--- config.mk ---
export PLATFORM = sky130hd
export DESIGN_NAME = pattern_gen_flat
export DESIGN_NICKNAME = d
export VERILOG_FILES = /design/src/rtl/pattern_pkg.sv /design/src/rtl/pattern_gen_if.sv /design/src/rtl/pattern_shreg.sv /design/src/rtl/pattern_gen.sv /design/src/flat_wrapper.sv
export SDC_FILE = /design/constraint.sdc
export NUM_CORES = 1
export LEC_CHECK = 0
export CAP_MARGIN = 15
export CELL_PAD_IN_SITES_DETAIL_PLACEMENT = 1
export CELL_PAD_IN_SITES_GLOBAL_PLACEMENT = 1
export CORE_AREA = 2 2 107 109
export DETAILED_ROUTE_END_ITERATION = 8
export DIE_AREA = 0 0 109 111
export GPL_TIMING_DRIVEN = 1
export PLACE_DENSITY_LB_ADDON = 0.1
export SLEW_MARGIN = 40
export SYNTH_ARGS = -nofsm -noshare
export SYNTH_HDL_FRONTEND = slang
export SYNTH_SLANG_ARGS = --single-unit
--- constraint.sdc ---
create_clock -name clk -period 3.35 [get_ports clk]
set_clock_uncertainty 0.2 [all_clocks]
set_input_delay 0.67 -clock clk [delete_from_list [all_inputs] [get_ports clk]]
set_output_delay 0.67 -clock clk [all_outputs]
set_load 0.005 [all_outputs]
--- src/rtl/pattern_pkg.sv ---
// Shared types and constants for the serial pattern transmitter.
package pattern_pkg;

    // One-hot controller states.
    typedef enum logic [3:0] {
        ST_IDLE = 4'b0001,
        ST_SEND = 4'b0010,
        ST_GAP  = 4'b0100,
        ST_DONE = 4'b1000
    } state_t;

    // Target sequence of the downstream pattern detector.
    localparam logic [4:0] DEFAULT_PATTERN = 5'b10110;
    localparam int         DEFAULT_LEN     = 5;

endpackage

--- src/rtl/pattern_gen_if.sv ---
// Control/config inputs and serial outputs of the pattern transmitter.
interface pattern_gen_if
    import pattern_pkg::*;
#(
    parameter int MAX_LEN = 16,
    parameter int LEN_W   = 5,
    parameter int CNT_W   = 8,
    parameter int GAP_W   = 4
);
    logic               start;
    logic               abort;
    logic [MAX_LEN-1:0] pattern;
    logic [LEN_W-1:0]   pat_len;
    logic [CNT_W-1:0]   repeat_cnt;
    logic [GAP_W-1:0]   gap_len;
    logic               data_out;
    logic               data_valid;
    logic               frame_start;
    logic               busy;
    logic               done;

    modport master (
        output start, abort, pattern, pat_len, repeat_cnt, gap_len,
        input  data_out, data_valid, frame_start, busy, done
    );

    modport slave (
        input  start, abort, pattern, pat_len, repeat_cnt, gap_len,
        output data_out, data_valid, frame_start, busy, done
    );
endinterface

--- src/rtl/pattern_shreg.sv ---
// Loadable MSB-first shift register; the pattern is left-aligned on load so
// the first bit to send always sits at the top, and a down-counter flags the
// final bit of the repetition.
module pattern_shreg
    import pattern_pkg::*;
#(
    parameter int MAX_LEN = 16,
    parameter int LEN_W   = 5
) (
    input  logic               clk,
    input  logic               rst,
    input  logic               load,
    input  logic               shift,
    input  logic [MAX_LEN-1:0] pattern,
    input  logic [LEN_W-1:0]   len,
    output logic               msb,
    output logic               last_bit
);
    logic [MAX_LEN-1:0] data_q;
    logic [LEN_W-1:0]   cnt_q;
    logic [LEN_W-1:0]   shamt;

    // len is already clamped to 1..MAX_LEN whenever load is asserted.
    assign shamt    = LEN_W'(MAX_LEN) - len;
    assign msb      = data_q[MAX_LEN-1];
    assign last_bit = (cnt_q == '0);

    // Load takes priority so a back-to-back reload restarts the pattern.
    always_ff @(posedge clk) begin
        if (!rst) begin
            data_q <= '0;
            cnt_q  <= '0;
        end else if (load) begin
            data_q <= pattern << shamt;
            cnt_q  <= len - LEN_W'(1);
        end else if (shift) begin
            data_q <= {data_q[MAX_LEN-2:0], 1'b0};
            cnt_q  <= cnt_q - LEN_W'(1);
        end
    end
endmodule

--- src/rtl/pattern_gen.sv ---
// Bit-serial pattern transmitter: sends a latched pattern MSB-first, repeated
// a programmable number of times with optional idle gaps in between.
//
//   state | meaning
//   IDLE  | waiting for start; outputs quiet
//   SEND  | shifting pattern bits out, data_valid=1
//   GAP   | idle cycles between repetitions, busy=1
//   DONE  | one-cycle done pulse, then back to IDLE
module pattern_gen
    import pattern_pkg::*;
#(
    parameter int MAX_LEN = 16,
    parameter int LEN_W   = 5,
    parameter int CNT_W   = 8,
    parameter int GAP_W   = 4
) (
    input  logic           clk,
    input  logic           rst,
    pattern_gen_if.slave   bus
);
    state_t             state_q, state_d;
    logic [MAX_LEN-1:0] pat_q;
    logic [LEN_W-1:0]   len_q;
    logic [CNT_W-1:0]   rep_q;
    logic [GAP_W-1:0]   gap_len_q;
    logic [GAP_W-1:0]   gap_cnt_q;
    logic               first_q;

    logic [LEN_W-1:0]   len_clamp;
    logic [MAX_LEN-1:0] sh_pattern;
    logic [LEN_W-1:0]   sh_len;
    logic               accept, sh_load, sh_shift, rep_dec, gap_load, gap_dec;
    logic               msb, last_bit;

    assign len_clamp = (bus.pat_len > LEN_W'(MAX_LEN)) ? LEN_W'(MAX_LEN) : bus.pat_len;

    // The first load comes straight from the inputs; reloads use the latched copy.
    assign sh_pattern = (state_q == ST_IDLE) ? bus.pattern : pat_q;
    assign sh_len     = (state_q == ST_IDLE) ? len_clamp   : len_q;

    pattern_shreg #(
        .MAX_LEN (MAX_LEN),
        .LEN_W   (LEN_W)
    ) u_shreg (
        .clk      (clk),
        .rst      (rst),
        .load     (sh_load),
        .shift    (sh_shift),
        .pattern  (sh_pattern),
        .len      (sh_len),
        .msb      (msb),
        .last_bit (last_bit)
    );

    // State register, latched configuration, repeat and gap down-counters.
    always_ff @(posedge clk) begin
        if (!rst) begin
            state_q   <= ST_IDLE;
            pat_q     <= '0;
            len_q     <= '0;
            rep_q     <= '0;
            gap_len_q <= '0;
            gap_cnt_q <= '0;
            first_q   <= 1'b0;
        end else begin
            state_q <= state_d;
            first_q <= sh_load;
            if (accept) begin
                pat_q     <= bus.pattern;
                len_q     <= len_clamp;
                rep_q     <= bus.repeat_cnt;
                gap_len_q <= bus.gap_len;
            end else if (rep_dec) begin
                rep_q <= rep_q - CNT_W'(1);
            end
            if (gap_load) begin
                gap_cnt_q <= gap_len_q;
            end else if (gap_dec) begin
                gap_cnt_q <= gap_cnt_q - GAP_W'(1);
            end
        end
    end

    // Next-state decode and Moore outputs.
    always_comb begin
        state_d         = state_q;
        accept          = 1'b0;
        sh_load         = 1'b0;
        sh_shift        = 1'b0;
        rep_dec         = 1'b0;
        gap_load        = 1'b0;
        gap_dec         = 1'b0;
        bus.data_out    = 1'b0;
        bus.data_valid  = 1'b0;
        bus.frame_start = 1'b0;
        bus.busy        = 1'b0;
        bus.done        = 1'b0;
        case (state_q)
            ST_IDLE: begin
                if (bus.start) begin
                    accept = 1'b1;
                    if (len_clamp == '0 || bus.repeat_cnt == '0) begin
                        state_d = ST_DONE;
                    end else begin
                        state_d = ST_SEND;
                        sh_load = 1'b1;
                    end
                end
            end
            ST_SEND: begin
                bus.data_valid  = 1'b1;
                bus.data_out    = msb;
                bus.frame_start = first_q;
                bus.busy        = 1'b1;
                if (bus.abort) begin
                    state_d = ST_IDLE;
                end else if (last_bit) begin
                    if (rep_q == CNT_W'(1)) begin
                        state_d = ST_DONE;
                    end else begin
                        rep_dec = 1'b1;
                        if (gap_len_q != '0) begin
                            gap_load = 1'b1;
                            state_d  = ST_GAP;
                        end else begin
                            sh_load = 1'b1;
                        end
                    end
                end else begin
                    sh_shift = 1'b1;
                end
            end
            ST_GAP: begin
                bus.busy = 1'b1;
                if (bus.abort) begin
                    state_d = ST_IDLE;
                end else if (gap_cnt_q == GAP_W'(1)) begin
                    sh_load = 1'b1;
                    state_d = ST_SEND;
                end else begin
                    gap_dec = 1'b1;
                end
            end
            ST_DONE: begin
                bus.done = 1'b1;
                state_d  = ST_IDLE;
            end
            default: state_d = ST_IDLE;
        endcase
    end
endmodule

--- src/flat_wrapper.sv ---
// flat-port wrapper written by rule: the top's interface ports become plain ports
module pattern_gen_flat import pattern_pkg::*;
#(
    parameter int MAX_LEN = 16,
    parameter int LEN_W   = 5,
    parameter int CNT_W   = 8,
    parameter int GAP_W   = 4
)
  (clk, rst, bus_start, bus_abort, bus_pattern, bus_pat_len, bus_repeat_cnt, bus_gap_len, bus_data_out, bus_data_valid, bus_frame_start, bus_busy, bus_done);
  pattern_gen_if #(.MAX_LEN(MAX_LEN), .LEN_W(LEN_W), .CNT_W(CNT_W), .GAP_W(GAP_W)) bus_i ();
  input  logic clk;
  input  logic rst;
  input wire logic [$bits(bus_i.start)-1:0] bus_start;
  input wire logic [$bits(bus_i.abort)-1:0] bus_abort;
  input wire logic [$bits(bus_i.pattern)-1:0] bus_pattern;
  input wire logic [$bits(bus_i.pat_len)-1:0] bus_pat_len;
  input wire logic [$bits(bus_i.repeat_cnt)-1:0] bus_repeat_cnt;
  input wire logic [$bits(bus_i.gap_len)-1:0] bus_gap_len;
  output wire logic [$bits(bus_i.data_out)-1:0] bus_data_out;
  output wire logic [$bits(bus_i.data_valid)-1:0] bus_data_valid;
  output wire logic [$bits(bus_i.frame_start)-1:0] bus_frame_start;
  output wire logic [$bits(bus_i.busy)-1:0] bus_busy;
  output wire logic [$bits(bus_i.done)-1:0] bus_done;
  assign bus_i.start = bus_start;
  assign bus_i.abort = bus_abort;
  assign bus_i.pattern = bus_pattern;
  assign bus_i.pat_len = bus_pat_len;
  assign bus_i.repeat_cnt = bus_repeat_cnt;
  assign bus_i.gap_len = bus_gap_len;
  assign bus_data_out = bus_i.data_out;
  assign bus_data_valid = bus_i.data_valid;
  assign bus_frame_start = bus_i.frame_start;
  assign bus_busy = bus_i.busy;
  assign bus_done = bus_i.done;
  pattern_gen #(.MAX_LEN(MAX_LEN), .LEN_W(LEN_W), .CNT_W(CNT_W), .GAP_W(GAP_W)) u_core (.clk(clk), .rst(rst), .bus(bus_i));
endmodule
==> results of run 1 <==
cells by family after synthesis:
| kind of cell | count (synthesis) | synth area share |
|---|---|---|
| flip-flops | 63 | 0.3014 |
| buffers and inverters | 46 | 0.05203 |
| AND/OR/NAND/NOR | 185 | 0.2249 |
| AO/OA/AOI/OAI | 155 | 0.2452 |
| adder cells (fa/ha/maj) | 6 | 0.01794 |
| multiplexers | 41 | 0.1319 |
| XOR/XNOR | 11 | 0.02662 |
timing repair:
action                     CTS  global route
buffers inserted             0             2
pin swaps                    0             7
resized for setup            1            15
setup endpoints to repair    1            16
power by group through the flow:
stage / Sequential (mW) / Clock (mW) / Combinational (mW)
final: 0.850 / 0.942 / 0.779
after global routing: 0.856 / 0.999 / 0.853
after CTS: 0.849 / 0.964 / 0.762
after detailed placement: 0.864 / 0 / 0.757
after global placement: 0.862 / 0 / 0.731
after floorplan: 0.852 / 0 / 0.472
worst max path at each step:
stage,startpoint,endpoint,slack [ns],depth (start not counted)
floorplan,bus_start,u_core.u_shreg.cnt_q[4]$_SDFFE_PN0P_,-0.005,13
detailed placement,bus_abort,u_core.u_shreg.cnt_q[4]$_SDFFE_PN0P_,-0.34,12
finish,bus_repeat_cnt[5],u_core.u_shreg.cnt_q[4]$_SDFFE_PN0P_,0.09,11
global placement,bus_abort,u_core.u_shreg.cnt_q[4]$_SDFFE_PN0P_,-0.23,12
global route,bus_repeat_cnt[5],u_core.u_shreg.cnt_q[4]$_SDFFE_PN0P_,-0.10,11
CTS,u_core.state_q[2]$_SDFFE_PN0P_,u_core.u_shreg.data_q[14]$_SDFFE_PN0P_,0.009,11
placed cells by master, fill, tap and decap left out, drive strengths merged, types with 3 or more instances in the layout:
| cell type | Yosys | final |
|---|---|---|
| a32oi | 4 | 4 |
| nor2b | 10 | 10 |
| mux2i | 28 | 28 |
| mux4 | 10 | 10 |
| or2 | 3 | 3 |
| inv | 8 | 8 |
| a211o | 3 | 3 |
| nand2 | 85 | 85 |
| xor2 | 4 | 4 |
| clkbuf | 18 | 12 |
| mux2 | 3 | 3 |
| nor3b | 8 | 8 |
| a31oi | 4 | 4 |
| or3 | 5 | 5 |
| nand2b | 3 | 3 |
| buf | 20 | 65 |
| nand3 | 14 | 14 |
| nor4b | 3 | 3 |
| dfxtp | 63 | 63 |
| o21ai | 25 | 25 |
| nor4 | 7 | 7 |
| ha | 6 | 6 |
| nor3 | 8 | 8 |
| and2 | 4 | 4 |
| xnor2 | 7 | 7 |
| o211ai | 4 | 4 |
| clkinv | 0 | 3 |
| o221ai | 6 | 6 |
| clkdlybuf4s50 | 0 | 41 |
| a211oi | 13 | 13 |
| a21oi | 69 | 69 |
| nor2 | 23 | 23 |
layer usage:
layer	track usage	share of wire	up-vias
met1	0.3298	0.48	2045
met4	0.08291	0.016	0
met3	0.03175	0.028	15
li1	-	-	2022
met2	0.3607	0.48	60
met5	0	0	-
flip-flops by register name, summed over array words and instances (netlist names), 4 cells and up:
register,count
u_core.gap_cnt_q,4
u_core.gap_len_q,4
u_core.rep_q,8
u_core.u_shreg.cnt_q,5
u_core.state_q,4
u_core.pat_q,16
u_core.u_shreg.data_q,16
u_core.len_q,5
worst max-delay path: cells and delay by family:
family	cells	cell delay, ns
xor+xnor	1	0.17
buf+inv	2	0.52
fa+ha+maj	1	0.21
simple gates	2	0.61
compound gates	5	1.12
metrics by stage:
step	util	power, mW	hold slack [ns]	setup TNS, ns	instances
floorplan	-	1.325	0.2318	-0.004537	507
global placement	0.4575	1.592	0.2471	-1.500	716
detailed placement	0.4575	1.621	0.2672	-2.733	716
CTS	0.4842	2.575	0.2753	0	732
global route	0.4900	2.709	0.2911	-0.3234	734
finish	0.4900	2.571	0.2665	0	734
final cells by class:
type	instances	share of cell area
Multi-Input combinational cell	398	0.5099
Sequential cell	63	0.2324
Timing Repair Buffer	106	0.1655
Clock buffer	12	0.04541
Tap cell	143	0.03296
Clock inverter	4	0.008299
Inverter	8	0.005532
==> out/metrics.cfg, run 1 <==
[timing]
fin_crit_sh=0.9745
rsz0062_at_grt=true
max_freq_mhz=306.3
hold_viol=0
worst_pin_slew_ns=0.6982
setup_viol_count_final=0
slew_violations=0
post-route-min-period_ns=3.265
fin_ws_ns=0.08527
slew_headroom=0.5345

[worst_setup_path]
required_ns=3.40
cpMaxStageDelayCell=a221o_1
timing.rr.end=u_core.u_shreg.cnt_q[4]$_SDFFE_PN0P_
crit_fanout=6
slowest_delay_ns=0.48
reg2reg_depth=11
worst_path_most_repeated_cell=o21ai_1
cp.arrival_ns=3.32
end_kind=flop
r2r_slack_ns=0.13
setup.worst_path.class=in2reg
path_cells=clkdlybuf4s50_1 -> nor4_1 -> a22oi_1 -> a221o_1 -> o21ai_1 -> ha_2 -> inv_1 -> or3_1 -> xnor2_1 -> o21ai_1 -> a211oi_1
r2r-start=u_core.gap_len_q[3]$_SDFFE_PN0P_
cp-start-kind=primary input

[logic_synthesis]
synth_top_area_frac=0.3014
syn_nets=550
ys_ff_latch=63
synthDistinctLibCells=75
ys_seq_area_frac=0.3014
avgSynthCellArea_um2=8.252
syn_inst=507
synthArstFlopShare=0
synth-edff-count=0
ys_top_cells_by_area=dfxtp_1, a21oi_1, nand2_1
yosysWarnings=0
synth_most_common_cell=nand2_1
synth_area_leader_cell=dfxtp_1
synthFlopType=dfxtp_1
synthTopCellsByCount=nand2_1, a21oi_1, dfxtp_1, mux2i_1, o21ai_0
syn_area_um2=4184

[floorplanning]
core_area_um2=11080
die_w_um=109
fp.dieArea_um2=12100
rows=39
die_h_um=111
initial_core_util=0.3777
io_pins=42

[clock_network]
cts_sinks=63
cts_buffers=9
cts_root_buf=clkbuf_16
cts_tree=built
clk_pin_slew_ns=0.05
ctsHoldBuffers=0
cts_buffer_depth=2
clk_latency_ns=0.34
htree_num_levels=3

[min_path]
hold_depth=2
min_from=u_core.pat_q[15]$_SDFFE_PN0P_
min_path_type=reg2reg
hold_path_end=u_core.pat_q[15]$_SDFFE_PN0P_

[placement]
place_area_um2=5067
dp_slack_ns=-0.3377
port_buffers=41
dp_hpwl_um=9981
gp_congestion=0.8324

[layout]
syn2layout_area_growth_pct=29.72
multi_input_area_um2=2768
nets=629
num-fill-cells=1341
diodes=0
seqCellArea_um2=1261
final_area_um2=5428
drive_gt1_frac=0.2183

[job]
maxCapViolCount=0

[detailed_routing]
drtIter0Drc=170
routed_wl_um=13340
drc=0
viasPerCell=5.643
wl_per_cell_um=18.17
via_count=4142
final_antenna_net_count=0
drtPass1Iterations=4

[pwr]
pwr-share-clk=0.366
peakVddDrop_mv=0.1877
p_sw_frac=0.3127
powerDensity_nw_per_um2=473.6
power_frac_seq=0.331
power.leakage_nw=2.070
switching_power_mw=0.8039
combPwrFrac=0.303
p_int_mw=1.767

[global_routing]
grt_overflow=0
grt_pass1_vias=4224
grt_pass1_wl_um=22160
antenna_found_initial=0
grt_max_degree=33
grt_usage=0.2332

[status]
status=finished clean

Power figures use the tool's default switching activity.
==> run 2, diff against run 1 <==
Settings changed: CORE_AREA 2 2 107 109 to 2 2 106 108, DIE_AREA 0 0 109 111 to 0 0 108 110, MAX_ROUTING_LAYER from default to met4, SYNTH_HIERARCHICAL from default to 1.
==> run 2 against run 1 <==
Die area decreased by 1.8%. Non-clock buffer count increased by 1. Cell area decreased by 0.55%. Utilization increased by 1.5 points. Area after synthesis decreased by 1.7%. Clock-buffer cell count decreased by 3. Clock power decreased by 21%. Synthesized cell count increased by 2.4%. Combinational power increased by 48%. Sequential power increased by 2.6%. Via count decreased by 2.1%. Critical endpoint is now u_core/u_shreg/cnt_q[4]$_SDFFE_PN0P_.
==> out/metrics.cfg, run 2 <==
[layout]
layout_common_cells=nand2_1, buf_4, dfxtp_1, a21oi_1, clkdlybuf4s50_1
final_area_um2=5398
diodes=0
syn2layout_area_growth_pct=31.28
fin_cells=746
top_regs=u_core/pat_q: 16 flops, u_core/u_shreg/data_q: 16 flops, u_core/rep_q: 8 flops
nets=644
layout_commonest_cell=nand2_1
drive_gt1_frac=0.2294

[floorplanning]
die_w_um=108
initial_core_util=0.3843
die_h_um=110
io_pins=42
core_area_um2=10700
rows=38
fp.dieArea_um2=11880

[timing]
slew_headroom=0.5857
hold_viol=0
slew_violations=0
whs_ns=0.2583
worst_pin_slew_ns=0.6157
setup_viol_count_final=0
post-route-min-period_ns=3.322
rsz0062_at_grt=true
max_freq_mhz=301.0
fin_crit_sh=0.9917

[pwr]
power.leakage_nw=2.154
peakVddDrop_mv=0.3053
powerDensity_nw_per_um2=512.0

[clock_network]
cts_buffer_depth=2
cts_tree=built
htree_num_levels=3
cts_root_buf=clkbuf_8
clk_pin_slew_ns=0.08
clk_latency_ns=0.37
cts_sinks=63
cts_buffers=9

[detailed_routing]
via_count=4053
drc=0
drtIter0Drc=127
final_antenna_net_count=0
wl_per_cell_um=17.32
viasPerCell=5.433
drtPass1Iterations=4
routed_wl_um=12920

[worst_setup_path]
required_ns=3.42
timing.rr.end=u_core/u_shreg/cnt_q[4]$_SDFFE_PN0P_
path_cells=clkdlybuf4s50_1 -> or4_4 -> o22ai_4 -> a2bb2o_4 -> or2_4 -> mux2i_4 -> ha_4 -> nand2_2 -> or3_4 -> xnor2_2 -> o211a_1
end_kind=flop
r2r-start=u_core/state_q[0]$_SDFFE_PN1P_
critPathBufInv=1
critical_path.endpoint=u_core/u_shreg/cnt_q[4]$_SDFFE_PN0P_
startpoint=bus_pat_len[2]
crit_fanout=3
setup.worst_path.class=in2reg
reg2reg_depth=11
r2r_slack_ns=0.15
cp.arrival_ns=3.39
cpMaxStageDelayCell=or4_4
cp_top_family=simple AND/OR/NAND/NOR gates
slowest_delay_ns=0.53
cp-start-kind=primary input
crit_cells=11

[logic_synthesis]
ys_top_cells_by_area=dfxtp_1, nand2_1, a21oi_1
avgSynthCellArea_um2=7.922
synthTopCellsByCount=nand2_1, dfxtp_1, a21oi_1, inv_1, clkbuf_1
syn_area_um2=4111
synthFlopType=dfxtp_1
ys_ff_latch=63
ys_seq_area_frac=0.3068
syn_nets=562
synthArstFlopShare=0
yosysWarnings=6
synth-edff-count=0
syn_inst=519
synthDistinctLibCells=62
synth_most_common_cell=nand2_1
synth_top_area_frac=0.3068
synth_area_leader_cell=dfxtp_1

[job]
maxCapViolCount=0

[global_routing]
antenna_found_initial=0
grt_max_degree=34
grt_pass1_wl_um=21530
grt_pass1_vias=4175
grt_overflow=0
grt_usage=0.2398

[placement]
dp_hpwl_um=9271
place_inst=724
place_area_um2=5084
gp_congestion=0.8450
port_buffers=41

[status]
status=finished clean

[min_path]
min_path_type=reg2reg

[run 2: changes by cell type after synthesis, sizes merged, moves of 11 or more]
cell    delta
mux2      +14
a211oi    -11
a21oi     -13
nand2     +38
mux2i     -20
inv       +18
[run 2: where the power goes]
| group | switching (mW) | internal (mW) |
|---|---|---|
| Clock | 0.332 | 0.413 |
| Sequential | 0.0480 | 0.824 |
| Combinational | 0.602 | 0.544 |
| Total | 0.982 | 1.78 |
[run 2: layer usage]
| metal | part of all wire | GRT usage | up-vias |
|---|---|---|---|
| met5 | 0 | - | - |
| li1 | - | - | 2008 |
| met4 | 0.010 | 0.05586 | 0 |
| met2 | 0.47 | 0.3877 | 52 |
| met3 | 0.029 | 0.05761 | 14 |
| met1 | 0.49 | 0.3058 | 1979 |
[run 2: cells by family after synthesis]
logic type               synth area share
AND/OR/NAND/NOR                    0.2541
AO/OA/AOI/OAI                      0.1875
buffers and inverters             0.06969
flip-flops                         0.3068
multiplexers                       0.1336
XOR/XNOR                          0.03013
adder cells (fa/ha/maj)           0.01826
[run 2: metrics by stage]
step             util  power, mW  setup TNS [ns]  setup slack (ns)
5_1_grt        0.5046      2.935        -0.02311          -0.02311
6_report       0.5046      2.763               0           0.02766
3_3_place_gp   0.4752      1.957          -5.473           -0.4436
3_5_place_dp   0.4752      1.987          -6.519           -0.5404
4_1_cts        0.4998      2.760               0          0.001861
2_1_floorplan       -      1.629        -0.08946          -0.08946
[run 2: worst min path at each step]
stage / from / to / slack, ns / depth (start not counted)
CTS: u_core/pat_q[7]$_SDFFE_PN0P_ / u_core/pat_q[7]$_SDFFE_PN0P_ / 0.26 / 2
detailed placement: u_core/pat_q[7]$_SDFFE_PN0P_ / u_core/pat_q[7]$_SDFFE_PN0P_ / 0.25 / 2
finish: u_core/pat_q[6]$_SDFFE_PN0P_ / u_core/pat_q[6]$_SDFFE_PN0P_ / 0.26 / 2
global route: u_core/pat_q[7]$_SDFFE_PN0P_ / u_core/pat_q[7]$_SDFFE_PN0P_ / 0.27 / 2
floorplan: u_core/len_q[0]$_SDFFE_PN0P_ / u_core/len_q[0]$_SDFFE_PN0P_ / 0.24 / 2
global placement: u_core/pat_q[12]$_SDFFE_PN0P_ / u_core/pat_q[12]$_SDFFE_PN0P_ / 0.24 / 2
[run 2: final cells by class]
cell class                      count  area (um2)
Multi-Input combinational cell    393        2711
Inverter                           27       115.1
Sequential cell                    63        1262
Clock buffer                        9       123.9
Timing Repair Buffer              107       922.1
Tap cell                          140       175.2
Clock inverter                      7       87.58
Fill cell                        1297        5300
[run 2: tightest hold or removal path: stages (launching register included)]
cell and delay [ns]:
dfxtp_1 0.31, nand2_1 0.05, a21oi_1 0.05
[run 2: repair_timing]
item	in CTS	in global routing
setup endpoints to repair	1	18
pin swaps	8	4
buffers inserted	3	3
gates resized for setup	13	6
hold buffers	0	0
gates cloned	0	0
